File: src/rtl/uart_buf_pkg.sv
// Shared constants and types for the UART buffering bridge.
package uart_buf_pkg;

    localparam int unsigned DEPTH_LOG2_DEF = 4;
    localparam int unsigned BYTE_W         = 8;
    localparam int unsigned WORD_W         = 32;

    // The UART reports "no byte present" with an all-ones data word
    localparam logic [WORD_W-1:0] RX_EMPTY_WORD = 32'hFFFF_FFFF;

    typedef enum logic [0:0] {
        RX_IDLE = 1'b0,
        RX_ACK  = 1'b1
    } rx_state_e;

endpackage

File: src/rtl/uart_buf_fifo.sv
// Synchronous byte FIFO with registered level/non-empty flags and a
// first-word-fall-through head.
module uart_buf_fifo
    import uart_buf_pkg::*;
#(
    parameter int unsigned DEPTH_LOG2 = DEPTH_LOG2_DEF
) (
    input  logic                  clk,
    input  logic                  resetn,
    input  logic                  i_push,
    input  logic [BYTE_W-1:0]     i_data,
    input  logic                  i_pop,
    output logic [BYTE_W-1:0]     o_head,
    output logic [DEPTH_LOG2:0]   o_level,
    output logic                  o_full,
    output logic                  o_nonempty
);

    localparam int unsigned DEPTH = 2 ** DEPTH_LOG2;
    localparam int unsigned LVL_W = DEPTH_LOG2 + 1;
    localparam int unsigned PTR_W = DEPTH_LOG2;

    logic [BYTE_W-1:0] r_mem [DEPTH];
    logic [PTR_W-1:0]  r_wr_ptr;
    logic [PTR_W-1:0]  r_rd_ptr;
    logic [LVL_W-1:0]  r_level;
    logic              r_nonempty;

    logic              w_push;
    logic              w_pop;
    logic [LVL_W-1:0]  w_level_nxt;

    // Pop needs data; push needs room unless a pop frees a slot this cycle
    always_comb begin
        w_pop       = i_pop && r_nonempty;
        w_push      = i_push && (!r_level[LVL_W-1] || w_pop);
        w_level_nxt = r_level;
        if (w_push && !w_pop) begin
            w_level_nxt = r_level + LVL_W'(1);
        end else if (w_pop && !w_push) begin
            w_level_nxt = r_level - LVL_W'(1);
        end
    end

    always_ff @(posedge clk or negedge resetn) begin
        if (!resetn) begin
            r_wr_ptr   <= '0;
            r_rd_ptr   <= '0;
            r_level    <= '0;
            r_nonempty <= 1'b0;
        end else begin
            if (w_push) begin
                r_wr_ptr <= r_wr_ptr + PTR_W'(1);
            end
            if (w_pop) begin
                r_rd_ptr <= r_rd_ptr + PTR_W'(1);
            end
            r_level    <= w_level_nxt;
            r_nonempty <= (w_level_nxt != '0);
        end
    end

    always_ff @(posedge clk) begin
        if (w_push) begin
            r_mem[r_wr_ptr] <= i_data;
        end
    end

    assign o_head     = r_mem[r_rd_ptr];
    assign o_level    = r_level;
    assign o_full     = r_level[LVL_W-1];
    assign o_nonempty = r_nonempty;

endmodule

File: src/rtl/uart_buf_bridge.sv
// CPU-side byte buffering between a CPU and a word-wide UART data register.
// Define UART_BUF_RX_EN to build the RX FIFO/FSM; otherwise RX is a pass-through.
module uart_buf_bridge
    import uart_buf_pkg::*;
#(
    parameter int unsigned DEPTH_LOG2 = DEPTH_LOG2_DEF
) (
    input  logic                  clk,
    input  logic                  resetn,
    input  logic                  cpu_tx_we,
    input  logic [BYTE_W-1:0]     cpu_tx_data,
    output logic                  cpu_tx_full,
    output logic [DEPTH_LOG2:0]   cpu_tx_level,
    input  logic                  cpu_rx_re,
    output logic [WORD_W-1:0]     cpu_rx_data,
    output logic [DEPTH_LOG2:0]   cpu_rx_level,
    output logic                  rx_overflow,
    input  logic                  ovf_clr,
    output logic                  uart_dat_we,
    output logic [WORD_W-1:0]     uart_dat_di,
    input  logic                  uart_dat_wait,
    output logic                  uart_dat_re,
    input  logic [WORD_W-1:0]     uart_dat_do
);

    localparam int unsigned PAD_W = WORD_W - BYTE_W;

    logic              w_tx_pop;
    logic [BYTE_W-1:0] w_tx_head;

    // The write strobe is the registered non-empty flag, so the head is
    // offered every cycle and only leaves when the UART is not busy
    assign w_tx_pop    = uart_dat_we && !uart_dat_wait;
    assign uart_dat_di = {PAD_W'(0), w_tx_head};

    uart_buf_fifo #(
        .DEPTH_LOG2 (DEPTH_LOG2)
    ) u_tx_fifo (
        .clk        (clk),
        .resetn     (resetn),
        .i_push     (cpu_tx_we),
        .i_data     (cpu_tx_data),
        .i_pop      (w_tx_pop),
        .o_head     (w_tx_head),
        .o_level    (cpu_tx_level),
        .o_full     (cpu_tx_full),
        .o_nonempty (uart_dat_we)
    );

`ifdef UART_BUF_RX_EN

    rx_state_e         r_rx_state;
    rx_state_e         w_rx_state_nxt;
    logic              r_dat_re;
    logic              w_dat_re_nxt;
    logic              r_ovf;
    logic              w_ovf_nxt;
    logic              w_capture;
    logic              w_rx_full;
    logic              w_rx_nonempty;
    logic [BYTE_W-1:0] w_rx_head;

    always_ff @(posedge clk or negedge resetn) begin
        if (!resetn) begin
            r_rx_state <= RX_IDLE;
            r_dat_re   <= 1'b0;
            r_ovf      <= 1'b0;
        end else begin
            r_rx_state <= w_rx_state_nxt;
            r_dat_re   <= w_dat_re_nxt;
            r_ovf      <= w_ovf_nxt;
        end
    end

    // Capture a byte, then spend one cycle strobing the read while the UART drops valid
    always_comb begin
        w_rx_state_nxt = r_rx_state;
        w_dat_re_nxt   = 1'b0;
        w_capture      = 1'b0;
        w_ovf_nxt      = r_ovf;
        case (r_rx_state)
            RX_IDLE: begin
                if (uart_dat_do != RX_EMPTY_WORD) begin
                    w_capture      = 1'b1;
                    w_dat_re_nxt   = 1'b1;
                    w_rx_state_nxt = RX_ACK;
                end
            end
            RX_ACK: begin
                w_rx_state_nxt = RX_IDLE;
            end
            default: begin
                w_rx_state_nxt = RX_IDLE;
            end
        endcase
        if (ovf_clr) begin
            w_ovf_nxt = 1'b0;
        end
        if (w_capture && w_rx_full && !cpu_rx_re) begin
            w_ovf_nxt = 1'b1;
        end
    end

    uart_buf_fifo #(
        .DEPTH_LOG2 (DEPTH_LOG2)
    ) u_rx_fifo (
        .clk        (clk),
        .resetn     (resetn),
        .i_push     (w_capture),
        .i_data     (uart_dat_do[BYTE_W-1:0]),
        .i_pop      (cpu_rx_re),
        .o_head     (w_rx_head),
        .o_level    (cpu_rx_level),
        .o_full     (w_rx_full),
        .o_nonempty (w_rx_nonempty)
    );

    assign cpu_rx_data = w_rx_nonempty ? {PAD_W'(0), w_rx_head} : RX_EMPTY_WORD;
    assign uart_dat_re = r_dat_re;
    assign rx_overflow = r_ovf;

`else

    logic w_unused_ovf_clr;

    assign cpu_rx_data      = uart_dat_do;
    assign uart_dat_re      = cpu_rx_re;
    assign cpu_rx_level     = '0;
    assign rx_overflow      = 1'b0;
    assign w_unused_ovf_clr = ovf_clr;

`endif

endmodule

File: config.mk
export PLATFORM = sky130hd
export DESIGN_NAME = uart_buf_bridge
export DESIGN_NICKNAME = d
export VERILOG_FILES = /design/src/rtl/uart_buf_pkg.sv /design/src/rtl/uart_buf_fifo.sv /design/src/rtl/uart_buf_bridge.sv
export SDC_FILE = /design/constraint.sdc
export NUM_CORES = 1
export LEC_CHECK = 0
export BUFFER_PORTS_ARGS = -buffer_cell sky130_fd_sc_hd__buf_2
export CAP_MARGIN = 20
export CORE_MARGIN = 2
export CORE_UTILIZATION = 40
export CTS_CLUSTER_SIZE = 40
export DETAILED_ROUTE_END_ITERATION = 10
export GPL_ROUTABILITY_DRIVEN = 0
export HOLD_SLACK_MARGIN = 0.05
export PLACE_DENSITY = 0.61
export SLEW_MARGIN = 10
export SYNTH_ARGS = -nofsm -noshare
export SYNTH_HDL_FRONTEND = slang
export SYNTH_SLANG_ARGS = --single-unit
File: constraint.sdc
create_clock -name clk -period 3 [get_ports clk]
set_clock_uncertainty 0.15 [all_clocks]
set_input_delay 0.6 -clock clk [delete_from_list [all_inputs] [get_ports clk]]
set_output_delay 0.6 -clock clk [all_outputs]
set_load 0.005 [all_outputs]
==> flow_metrics.tcl <==
set metrics [dict create \
    routed_wl_um 11000 \
    synth_area_leaders "edfxtp_1 61%, mux4_1 13%, buf_4 7.6%, dfrtp_1 5.6%, mux4_2 2.9%" \
    cp-startpoint "u_tx_fifo.r_rd_ptr[0]" \
    rows 45 \
    netlist_area_um2 6299 \
    cp-start-kind "flip-flop" \
    clockRootBuffer "clkbuf_16" \
    tightest_slew_ns 0.6567 \
    p_int_uw 4691 \
    rsz0062_at_grt "yes" \
    cts_sinks 142 \
    grt_pass1_vias 2925 \
    r2r_end "u_tx_fifo.r_mem[0][3]" \
    p_per_area_nw_per_um2 910.3 \
    min-delay-path-class "flip-flop to flip-flop" \
    p_leak_uw 0.002430 \
    multiInputGateArea_um2 1520 \
    max_freq_ghz 0.3333 \
    cp_top_family "multiplexers" \
    clk_latency_ns 0.40 \
    grt_pass1_wl_um 17050 \
    post_synth_num_cell_types 33 \
    cts_made_buffers 17 \
    crit_type "flip-flop to output port" \
    grt_max_degree 36 \
    yosysWarnings 0 \
    dieWidth_um 129.5 \
    p_sw_frac 0.2653 \
    seqPwrFrac 0.397 \
    drt_iter0_markers 305 \
    max_cap_violations 0 \
    antenna_found_initial 0 \
    die_h_um 129.5 \
    cts_tree "done" \
    ys.flop_type "edfxtp_1" \
    yosysSeqAreaShare 0.6659 \
    ys_ff_latch 142 \
    cp_cell_sequence "buf_4 > clkbuf_16 > mux4_1 > mux4_2 > buf_2" \
    crit_arrival_ns 2.25 \
    maxSlewHeadroom 0.5622 \
    dieArea_um2 16770 \
    clk_pin_slew_ns 0.05 \
    nets 411 \
    drc_errors 0 \
    layout_min_cycle_time_ns 3.000 \
    min_path_cells 1 \
    layout_setup_ws_ns 0.00004730 \
    power.total_uw 6384 \
    wl_per_cell_um 18.91 \
    dr.pass1.iters 4 \
    setup_violations 0 \
    hold_viol_final 0 \
    netlist_instances 338 \
    pwr-share-comb 0.283 \
    synth_area_leader_cell "edfxtp_1" \
    crit_fanout 4 \
    cpPeakStageDelay_ns 0.58 \
    htree_levels 4 \
    r2r_slack_ns 0.87 \
    num_vias 2798 \
    path_depth 5 \
    status "finished clean" \
    drv_slew 0 \
    drive_gt1_frac 0.3019 \
    irDropWorstVdd_v 0.0004896 \
    critPathSlowestCell "mux4_1" \
    grt_overflow 0 \
    viasPerCell 4.808 \
    ant_nets 0 \
    path_buf_inv 3 \
    synth_edf_count 128 \
    syn2layout_area_growth_pct 11.34 \
    diodes 0 \
    grt_use_total 0.1398 \
    port_buffers 26 \
    cts.path.max_buffers 2 \
    coreArea_um2 15310 \
    period_share 1.000 \
    io_pins 124 \
    pre_cts_slack_ns 0.2436 \
    p_clk_frac 0.320 \
    regArea_um2 4195 \
    n_fill_cell 1314 \
    rr_worst_depth 4 \
    synth_top_area_frac 0.6103 \
    critPathRequiredTime_ns 2.25 \
    critical_path.endpoint "uart_dat_di[2]" \
    switchingPower_uw 1694 \
    initial_core_util 0.4113 \
    synthArstFlopShare 0.09859 \
    dp_hpwl_um 7099 \
    end_kind "output port" \
    rr_startpoint "u_tx_fifo.o_nonempty" \
    syn_avg_cell_area_um2 18.63 \
]
state kept, by name, summed over array words and instances, names as in the netlist:
name                  count
u_tx_fifo.o_level         5
u_tx_fifo.o_nonempty      1
u_tx_fifo.r_mem         128
u_tx_fifo.r_rd_ptr        4
u_tx_fifo.r_wr_ptr        4
cells in the mapped netlist (2+ instances only):
cell,number
nand4_1,2
inv_1,8
nand2_1,11
buf_4,64
dfrtp_1,14
edfxtp_1,128
nor3_1,6
nand3_1,3
mux4_1,32
mux4_2,8
buf_6,3
clkbuf_1,7
o21ai_0,6
ha_1,7
nand2b_1,2
nor2_1,6
xnor2_1,8
and2_1,8
placed cells by master (no fill, tap or decap), types with 2 or more instances in the layout:
cell type | Yosys | final
inv_1 | 8 | 8
and2_1 | 8 | 8
buf_12 | 1 | 5
nand4_1 | 2 | 2
bufinv_16 | 0 | 3
clkinv_4 | 0 | 2
edfxtp_1 | 128 | 128
nor3_1 | 6 | 6
dfrtp_1 | 14 | 13
clkinv_1 | 0 | 2
nand2b_1 | 2 | 2
conb_1 | 1 | 30
xnor2_1 | 8 | 8
mux4_2 | 8 | 34
clkbuf_1 | 7 | 4
buf_2 | 1 | 25
clkinv_2 | 0 | 2
o21ai_0 | 6 | 6
ha_1 | 7 | 7
nand2_1 | 11 | 11
clkbuf_16 | 0 | 19
buf_4 | 64 | 13
nor2_1 | 6 | 6
nand3_1 | 3 | 3
mux4_1 | 32 | 6
power groups by stage:
stage               clock [µW]  combinational (µW)  sequential, µW
floorplan                    0                1200            2460
global placement             0                1500            2590
detailed placement           0                1500            2600
CTS                       2080                1730            2540
global route              2170                1970            2560
finish                    2040                1810            2530
through the flow:
stage               cell area (µm²)  hold slack [ns]    util  instances  TNS [ns]
global placement               6375           0.3539  0.4163        543         0
detailed placement             6375           0.3621  0.4163        543         0
floorplan                      6407           0.1544       -        367         0
CTS                            6968           0.3924  0.4550        579  -0.01646
global route                   7013           0.4228  0.4579        582   -0.3121
finish                         7013           0.4155  0.4579        582         0
cell type report:
cell class,instances,share of cell area
inverters,8,0.004282
flip-flops and latches,142,0.5982
well taps,211,0.03764
clock buffers,21,0.06280
multi-input cells,141,0.2168
repair buffers,48,0.06012
clock inverters,11,0.02016
routing by layer:
| layer | routed length (µm) | track usage | up-vias |
|---|---|---|---|
| li1 | - | - | 1255 |
| met1 | 4942 | 0.1969 | 1412 |
| met2 | 5060 | 0.1991 | 101 |
| met3 | 668 | 0.03344 | 30 |
| met4 | 333 | 0.08223 | 0 |
| met5 | 0 | 0 | - |
kinds of logic (layout without fill, tap and decap cells):
group | Yosys count | in the layout | share of synthesized area
adders and majority gates | 7 | 7 | 0.01390
AOI/OAI and AO/OA | 10 | 10 | 0.01132
muxes | 40 | 40 | 0.1621
DFF | 142 | 142 | 0.6659
buffers and inverters | 84 | 88 | 0.09456
xor gates and xnor gates | 9 | 9 | 0.01252
other | 1 | 30 | 0.0005954
and+or+nand+nor | 45 | 45 | 0.03913
worst min-delay path by stage:
stage	end	startpoint	slack [ns]
2_1_floorplan	u_tx_fifo.o_level[0]	resetn	0.15
3_3_place_gp	u_tx_fifo.o_level[2]	resetn	0.35
3_5_place_dp	u_tx_fifo.o_level[2]	resetn	0.36
4_1_cts	u_tx_fifo.r_rd_ptr[1]	uart_dat_wait	0.39
5_1_grt	u_tx_fifo.r_mem[6][3]	cpu_tx_data[3]	0.42
6_report	u_tx_fifo.o_level[3]	u_tx_fifo.o_level[3]	0.42
timing repair:
| action | in CTS | in global routing |
|---|---|---|
| hold buffers | 1 | 0 |
| gates resized for setup | 28 | 6 |
| cloned | 1 | 2 |
| endpoints found under the hold margin | 14 | 0 |
| setup endpoints to repair | 8 | 8 |
| buffers inserted | 2 | 1 |
No activity file was read; power rests on OpenSTA's default activity.
